### src/rtl/seg_pkg.sv
// Shared constants and types for the multiplexed 7-segment scan controller.
package seg_pkg;
  localparam int DIG_W = 6;

  localparam logic [4:0] SEG_ALL   = 5'd16;
  localparam logic [4:0] SEG_MINUS = 5'd17;
  localparam logic [4:0] SEG_UNDER = 5'd18;
  localparam logic [4:0] SEG_S     = 5'd19;
  localparam logic [4:0] SEG_G     = 5'd20;
  localparam logic [4:0] SEG_H     = 5'd21;
  localparam logic [4:0] SEG_L     = 5'd22;
  localparam logic [4:0] SEG_RTICK = 5'd23;
  localparam logic [4:0] SEG_LTICK = 5'd24;
  localparam logic [4:0] SEG_BLANK = 5'd31;

  localparam logic [7:0] SEG_OFF = 8'hFF;

  typedef enum logic {
    PH_BLANK = 1'b0,
    PH_ON    = 1'b1
  } phase_t;
endpackage

### src/rtl/hexdigit.sv
// Combinational glyph decoder: 5-bit code plus dp to active-low {g,f,e,d,c,b,a,dp}.
module hexdigit
  import seg_pkg::*;
(
  input  logic [4:0] in,
  input  logic       dp,
  output logic [7:0] out
);
  always_comb begin
    out = SEG_OFF;
    case (in)
      5'd0:      out = {7'h40, ~dp};
      5'd1:      out = {7'h79, ~dp};
      5'd2:      out = {7'h24, ~dp};
      5'd3:      out = {7'h30, ~dp};
      5'd4:      out = {7'h19, ~dp};
      5'd5:      out = {7'h12, ~dp};
      5'd6:      out = {7'h02, ~dp};
      5'd7:      out = {7'h78, ~dp};
      5'd8:      out = {7'h00, ~dp};
      5'd9:      out = {7'h10, ~dp};
      5'd10:     out = {7'h08, ~dp};
      5'd11:     out = {7'h03, ~dp};
      5'd12:     out = {7'h46, ~dp};
      5'd13:     out = {7'h21, ~dp};
      5'd14:     out = {7'h06, ~dp};
      5'd15:     out = {7'h0E, ~dp};
      SEG_ALL:   out = 8'h00;
      SEG_MINUS: out = 8'h7F;
      SEG_UNDER: out = 8'hEF;
      SEG_S:     out = 8'h25;
      SEG_G:     out = 8'h05;
      SEG_H:     out = 8'h13;
      SEG_L:     out = 8'h8F;
      SEG_RTICK: out = 8'hFB;
      SEG_LTICK: out = 8'hBF;
      default:   out = SEG_OFF;
    endcase
  end
endmodule

### src/rtl/seg_scan_timer.sv
// BLANK/ON phase sequencer: cycles every digit slot and flags the last ON cycle of a frame.
module seg_scan_timer
  import seg_pkg::*;
#(
  parameter int NUM_DIGITS = 4,
  parameter int ON_CYC     = 12000,
  parameter int BLANK_CYC  = 64,
  localparam int IW        = (NUM_DIGITS > 1) ? $clog2(NUM_DIGITS) : 1,
  localparam int MAX_CYC   = (ON_CYC > BLANK_CYC) ? ON_CYC : BLANK_CYC,
  localparam int CW        = $clog2(MAX_CYC + 1)
) (
  input  logic          clk,
  input  logic          rst,
  output phase_t        phase,
  output logic [IW-1:0] idx,
  output logic          boundary
);
  phase_t        state_reg, state_next;
  logic [CW-1:0] cnt_reg, cnt_next;
  logic [IW-1:0] idx_reg, idx_next;
  logic          blank_end, on_end, last_digit;

  always_ff @(posedge clk or posedge rst) begin
    if (rst) begin
      state_reg <= PH_BLANK;
      cnt_reg   <= '0;
      idx_reg   <= '0;
    end else begin
      state_reg <= state_next;
      cnt_reg   <= cnt_next;
      idx_reg   <= idx_next;
    end
  end

  assign blank_end  = (cnt_reg == CW'(BLANK_CYC - 1));
  assign on_end     = (cnt_reg == CW'(ON_CYC - 1));
  assign last_digit = (idx_reg == IW'(NUM_DIGITS - 1));

  always_comb begin
    state_next = state_reg;
    cnt_next   = cnt_reg + 1'b1;
    idx_next   = idx_reg;
    case (state_reg)
      PH_BLANK: begin
        if (blank_end) begin
          state_next = PH_ON;
          cnt_next   = '0;
        end
      end
      PH_ON: begin
        if (on_end) begin
          state_next = PH_BLANK;
          cnt_next   = '0;
          idx_next   = last_digit ? '0 : idx_reg + 1'b1;
        end
      end
      default: begin
        state_next = PH_BLANK;
        cnt_next   = '0;
      end
    endcase
  end

  always_comb begin
    phase    = state_reg;
    idx      = idx_reg;
    boundary = (state_reg == PH_ON) && on_end && last_digit;
  end
endmodule

### src/rtl/seg_scan_ctrl.sv
// Double-buffered scan controller for a common-anode multi-digit 7-segment display.
// Optional leading-zero suppression is compiled in with SEG_LZ_BLANK_EN.
module seg_scan_ctrl
  import seg_pkg::*;
#(
  parameter int NUM_DIGITS = 4,
  parameter int ON_CYC     = 12000,
  parameter int BLANK_CYC  = 64
) (
  input  logic                        clk,
  input  logic                        rst,
  input  logic [DIG_W*NUM_DIGITS-1:0] frame_in,
  input  logic                        load_valid,
  output logic                        load_ready,
  output logic [7:0]                  seg_out,
  output logic [NUM_DIGITS-1:0]       dig_en,
  output logic                        frame_done
);
  localparam int IW = (NUM_DIGITS > 1) ? $clog2(NUM_DIGITS) : 1;

  phase_t                      phase;
  logic [IW-1:0]               idx;
  logic                        boundary;
  logic [DIG_W*NUM_DIGITS-1:0] pending_reg;
  logic                        pending_full_reg;
  logic [DIG_W*NUM_DIGITS-1:0] active_reg;
  logic [DIG_W-1:0]            digit [NUM_DIGITS];
  logic [DIG_W-1:0]            cur;
  logic [4:0]                  dec_code;
  logic                        dec_dp;
  logic [7:0]                  dec_seg;
  logic [7:0]                  seg_reg;
  logic [NUM_DIGITS-1:0]       dig_en_reg;

  seg_scan_timer #(
    .NUM_DIGITS (NUM_DIGITS),
    .ON_CYC     (ON_CYC),
    .BLANK_CYC  (BLANK_CYC)
  ) u_timer (
    .clk      (clk),
    .rst      (rst),
    .phase    (phase),
    .idx      (idx),
    .boundary (boundary)
  );

  assign load_ready = ~pending_full_reg;
  assign frame_done = boundary;

  // A load can only land while pending is empty, and the frame swap only fires
  // while it is full, so the two never collide on the same edge.
  always_ff @(posedge clk or posedge rst) begin
    if (rst) begin
      pending_reg      <= '0;
      pending_full_reg <= 1'b0;
      active_reg       <= {NUM_DIGITS{{1'b0, SEG_BLANK}}};
    end else if (boundary && pending_full_reg) begin
      active_reg       <= pending_reg;
      pending_full_reg <= 1'b0;
    end else if (load_valid && !pending_full_reg) begin
      pending_reg      <= frame_in;
      pending_full_reg <= 1'b1;
    end
  end

  for (genvar gi = 0; gi < NUM_DIGITS; gi++) begin : g_digit
    assign digit[gi] = active_reg[gi*DIG_W +: DIG_W];
  end

  assign cur = digit[idx];

`ifdef SEG_LZ_BLANK_EN
  logic [NUM_DIGITS-1:0] is_zero;
  logic [NUM_DIGITS-1:0] lz_mask;

  // Suppression runs from the top digit down and stops at the first non-zero one.
  for (genvar gi = 0; gi < NUM_DIGITS; gi++) begin : g_lz
    assign is_zero[gi] = (digit[gi] == '0);
    if (gi == 0) begin : g_lsd
      assign lz_mask[gi] = 1'b0;
    end else if (gi == NUM_DIGITS - 1) begin : g_msd
      assign lz_mask[gi] = is_zero[gi];
    end else begin : g_mid
      assign lz_mask[gi] = is_zero[gi] & lz_mask[gi+1];
    end
  end

  assign dec_code = lz_mask[idx] ? SEG_BLANK : cur[4:0];
  assign dec_dp   = lz_mask[idx] ? 1'b0 : cur[5];
`else
  assign dec_code = cur[4:0];
  assign dec_dp   = cur[5];
`endif

  hexdigit u_dec (
    .in  (dec_code),
    .dp  (dec_dp),
    .out (dec_seg)
  );

  always_ff @(posedge clk or posedge rst) begin
    if (rst) begin
      seg_reg    <= SEG_OFF;
      dig_en_reg <= '1;
    end else if (phase == PH_ON) begin
      seg_reg    <= dec_seg;
      dig_en_reg <= ~(NUM_DIGITS'(1) << idx);
    end else begin
      seg_reg    <= SEG_OFF;
      dig_en_reg <= '1;
    end
  end

  assign seg_out = seg_reg;
  assign dig_en  = dig_en_reg;
endmodule
### config.mk
export PLATFORM = sky130hd
export DESIGN_NAME = seg_scan_ctrl
export DESIGN_NICKNAME = d
export VERILOG_FILES = /design/src/rtl/seg_pkg.sv /design/src/rtl/hexdigit.sv /design/src/rtl/seg_scan_timer.sv /design/src/rtl/seg_scan_ctrl.sv
export SDC_FILE = /design/constraint.sdc
export NUM_CORES = 1
export LEC_CHECK = 0
export CAP_MARGIN = 30
export CELL_PAD_IN_SITES_DETAIL_PLACEMENT = 0
export CELL_PAD_IN_SITES_GLOBAL_PLACEMENT = 2
export CORE_MARGIN = 4
export CORE_UTILIZATION = 39
export CTS_CLUSTER_DIAMETER = 200
export DETAILED_ROUTE_END_ITERATION = 7
export PLACE_DENSITY_LB_ADDON = 0.08
export SYNTH_ARGS = -nofsm -noshare
export SYNTH_HDL_FRONTEND = slang
export SYNTH_SLANG_ARGS = --single-unit
export TNS_END_PERCENT = 20
### constraint.sdc
create_clock -name clk -period 2.9 [get_ports clk]
set_clock_uncertainty 0.05 [all_clocks]
set_input_delay 0.29 -clock clk [delete_from_list [all_inputs] [get_ports clk]]
set_output_delay 0.29 -clock clk [all_outputs]
set_load 0.005 [all_outputs]
==> run metrics <==
Worst Tran Pin Value 561 ps; GRT Util Overall 0.139; leakage 1.77 nW; CP startpoint kind register; drt via density between 4 and 5; unrepaired setup endpoints after global routing no; Worst Hold Class input pin to asynchronous set/reset pin; Layout area overhead 18.3%; grt total ovfl 0; FP Rows 35; total core area 0.00924 mm2; CTS buffer count 9; Synth top cells by count 46 x dfrtp_1, 33 x mux2_2, 32 x dfstp_2; Peak VDD IR 213 uV; Final Hold Viols 0; crit-path max FO 6; Switching Fraction 0.244; gpl congestion 0.797; pin count of the biggest net entering global routing 28; most common cell in the netlist dfrtp_1; Ant. Diodes 0; Ports 41; Buf+Inv Stages, Crit Path 1; initial antenna violation count 0; cell family with most CP delay simple AND/OR/NAND/NOR gates; number of remaining DRC errors 0; Max Fclk around 0.38 GHz; Clock Sinks slightly below 80; setup TNS 0 ps; drt total wl 6.98 mm; setup violators final 0; fin. max-slew vios 0; vias in the first global route 2361; Syn Inst Count 286; Clock Pin Slew Worst Setup and Hold Paths around 90 ps; Async SR Flop Fraction 1.00; DR WL/cell 15.2 um; Util after Layout 0.473; worst reg2reg path endpoint seg_out[1]$_DFF_PP1_; Slowest Stage Delay on Critical Path 520 ps; Starting Density 0.400; CTS tree yes; Critical Path RT between 2000 and 3000 ps; Placement Cell Area approximately 0.0042 mm2; number of gates resized after CTS 0; Die Height 105 um; Main synth FF type dfrtp_1; Vias 2288; Design Area, Final about 0.0044 mm2; Post-CTS Setup Bufs 0; clock root buffer clkbuf_8; Reg-to-Reg Start u_timer.idx[0]$_DFFE_PP0P_; outcome complete, no violations; min cycle time layout 2630 ps; YS warnings 0; crit share post-route 0.907; MaxCap Viol Count 0; share of the yosys chip area belonging to registers 0.539; first-pass GRT wire length 12.2 mm; Gate power share 0.047; clk buf depth 2; Hold Buf Count CTS 0; DRT antenna net count 0; DIE AREA 0.0111 mm2; layout cells sized above 1 0.308; Arrival @ worst endpoint approximately 2300 ps; Clock H-tree levels 3; Skew-Pair Late Insertion Delay 350 ps; Area contributors post-synth dfrtp_1 31%, dfstp_2 23%, mux2_2 10%; flops & latches, synth 78; Clk pwr share 0.381; Mapped Nets 318; P_sw 0.490 mW; CP Class register to output port; Hold Slack 255 ps; Synth Area per Inst roughly 13 um2; number of DRC markers in iteration 0 62; internal power roughly 1.5 mW; drt first pass iters 4; reg2reg path depth 4; r2r setup slk 600 ps; Relative slew margins 0.625; Slowest-stage cell, CP clkdlybuf4s50_1; crit-path cells ha_1 -> and4_1 -> nand4_1 -> nor2_1 -> clkdlybuf4s50_1; Cell Area, Synth roughly 0.0037 mm2; Chip Width between 100 and 150 um; PD cells 459 mW/mm2; Final nets 358; part of the power in registers 0.572; post-synth top area cell dfrtp_1; Post-synth EDFFs 0; Crit. End Element output port; HPWL after DPL 4.84 mm; Netlist cell types 49; Yosys top cell area share 0.312; port bufs 40
-- metal layers --
layer,share of wire,track usage,vias up
li1,-,-,1099
met1,0.50,0.204,1123
met2,0.43,0.198,58
met3,0.056,0.0404,8
met4,0.014,0.0403,0
met5,0,0,-
-- cells by family (layout without fill, tap and decap cells) --
group,after synthesis,in the layout,synth area share
flops,78,78,0.539
xor+xnor,12,12,0.0285
fa+ha+maj,5,5,0.0169
mux,58,58,0.195
simple gates,79,79,0.126
compound gates,28,28,0.0525
buf+inv,26,71,0.0410
-- final cells by class --
class / count / area [um2]
fill: 835 / 4870
multi-input combinational: 182 / 1550
tap: 129 / 161
timing repair buffer: 45 / 438
sequential: 78 / 1990
clock inverter: 7 / 62.6
clock buffer: 9 / 124
inverter: 10 / 37.5
-- layout by cell type (no fill, tap or decap), types with 4 or more instances in the layout --
master / Yosys / layout
a21oi_1: 7 / 7
buf_4: 3 / 5
clkbuf_8: 0 / 9
clkdlybuf4s50_1: 0 / 40
dfrtp_1: 46 / 46
dfstp_2: 32 / 32
ha_1: 5 / 5
inv_1: 10 / 9
mux2_1: 19 / 19
mux2_2: 33 / 33
mux4_2: 6 / 6
nand2_1: 11 / 11
nand2b_1: 6 / 6
nand3_1: 6 / 6
nand4_1: 5 / 5
nor2_1: 19 / 19
nor2b_1: 8 / 7
nor3_1: 5 / 5
nor4_1: 4 / 4
xnor2_1: 9 / 9
-- worst max path at each step --
stage	startpoint	endpoint	slack [ps]	cells after the start
finish	u_timer.cnt_reg[0]$_DFF_PP0_	frame_done	270	5
global route	u_timer.cnt_reg[0]$_DFF_PP0_	frame_done	130	5
CTS	u_timer.cnt_reg[0]$_DFF_PP0_	frame_done	240	5
detailed placement	u_timer.idx[0]$_DFFE_PP0P_	seg_out[1]$_DFF_PP1_	600	4
global placement	u_timer.cnt_reg[0]$_DFF_PP0_	frame_done	650	5
floorplan	rst	active_reg[11]$_DFFE_PP0P_	620	1
-- power by group through the flow --
stage / clock network [mW] / logic, mW / registers (mW)
2_1_floorplan: 0 / 0.0496 / 1.16
3_3_place_gp: 0 / 0.0955 / 1.17
3_5_place_dp: 0 / 0.0975 / 1.17
4_1_cts: 0.796 / 0.0977 / 1.15
5_1_grt: 0.843 / 0.106 / 1.16
6_report: 0.765 / 0.0935 / 1.15
-- through the flow --
stage          std cells  total power [mW]  worst slack [ps]
2_1_floorplan        286              1.21               618
3_3_place_gp         444              1.26               648
3_5_place_dp         444              1.27               599
4_1_cts              460              2.04               244
5_1_grt              460              2.10               127
6_report             460              2.01               269
Power figures use the tool's default switching activity.
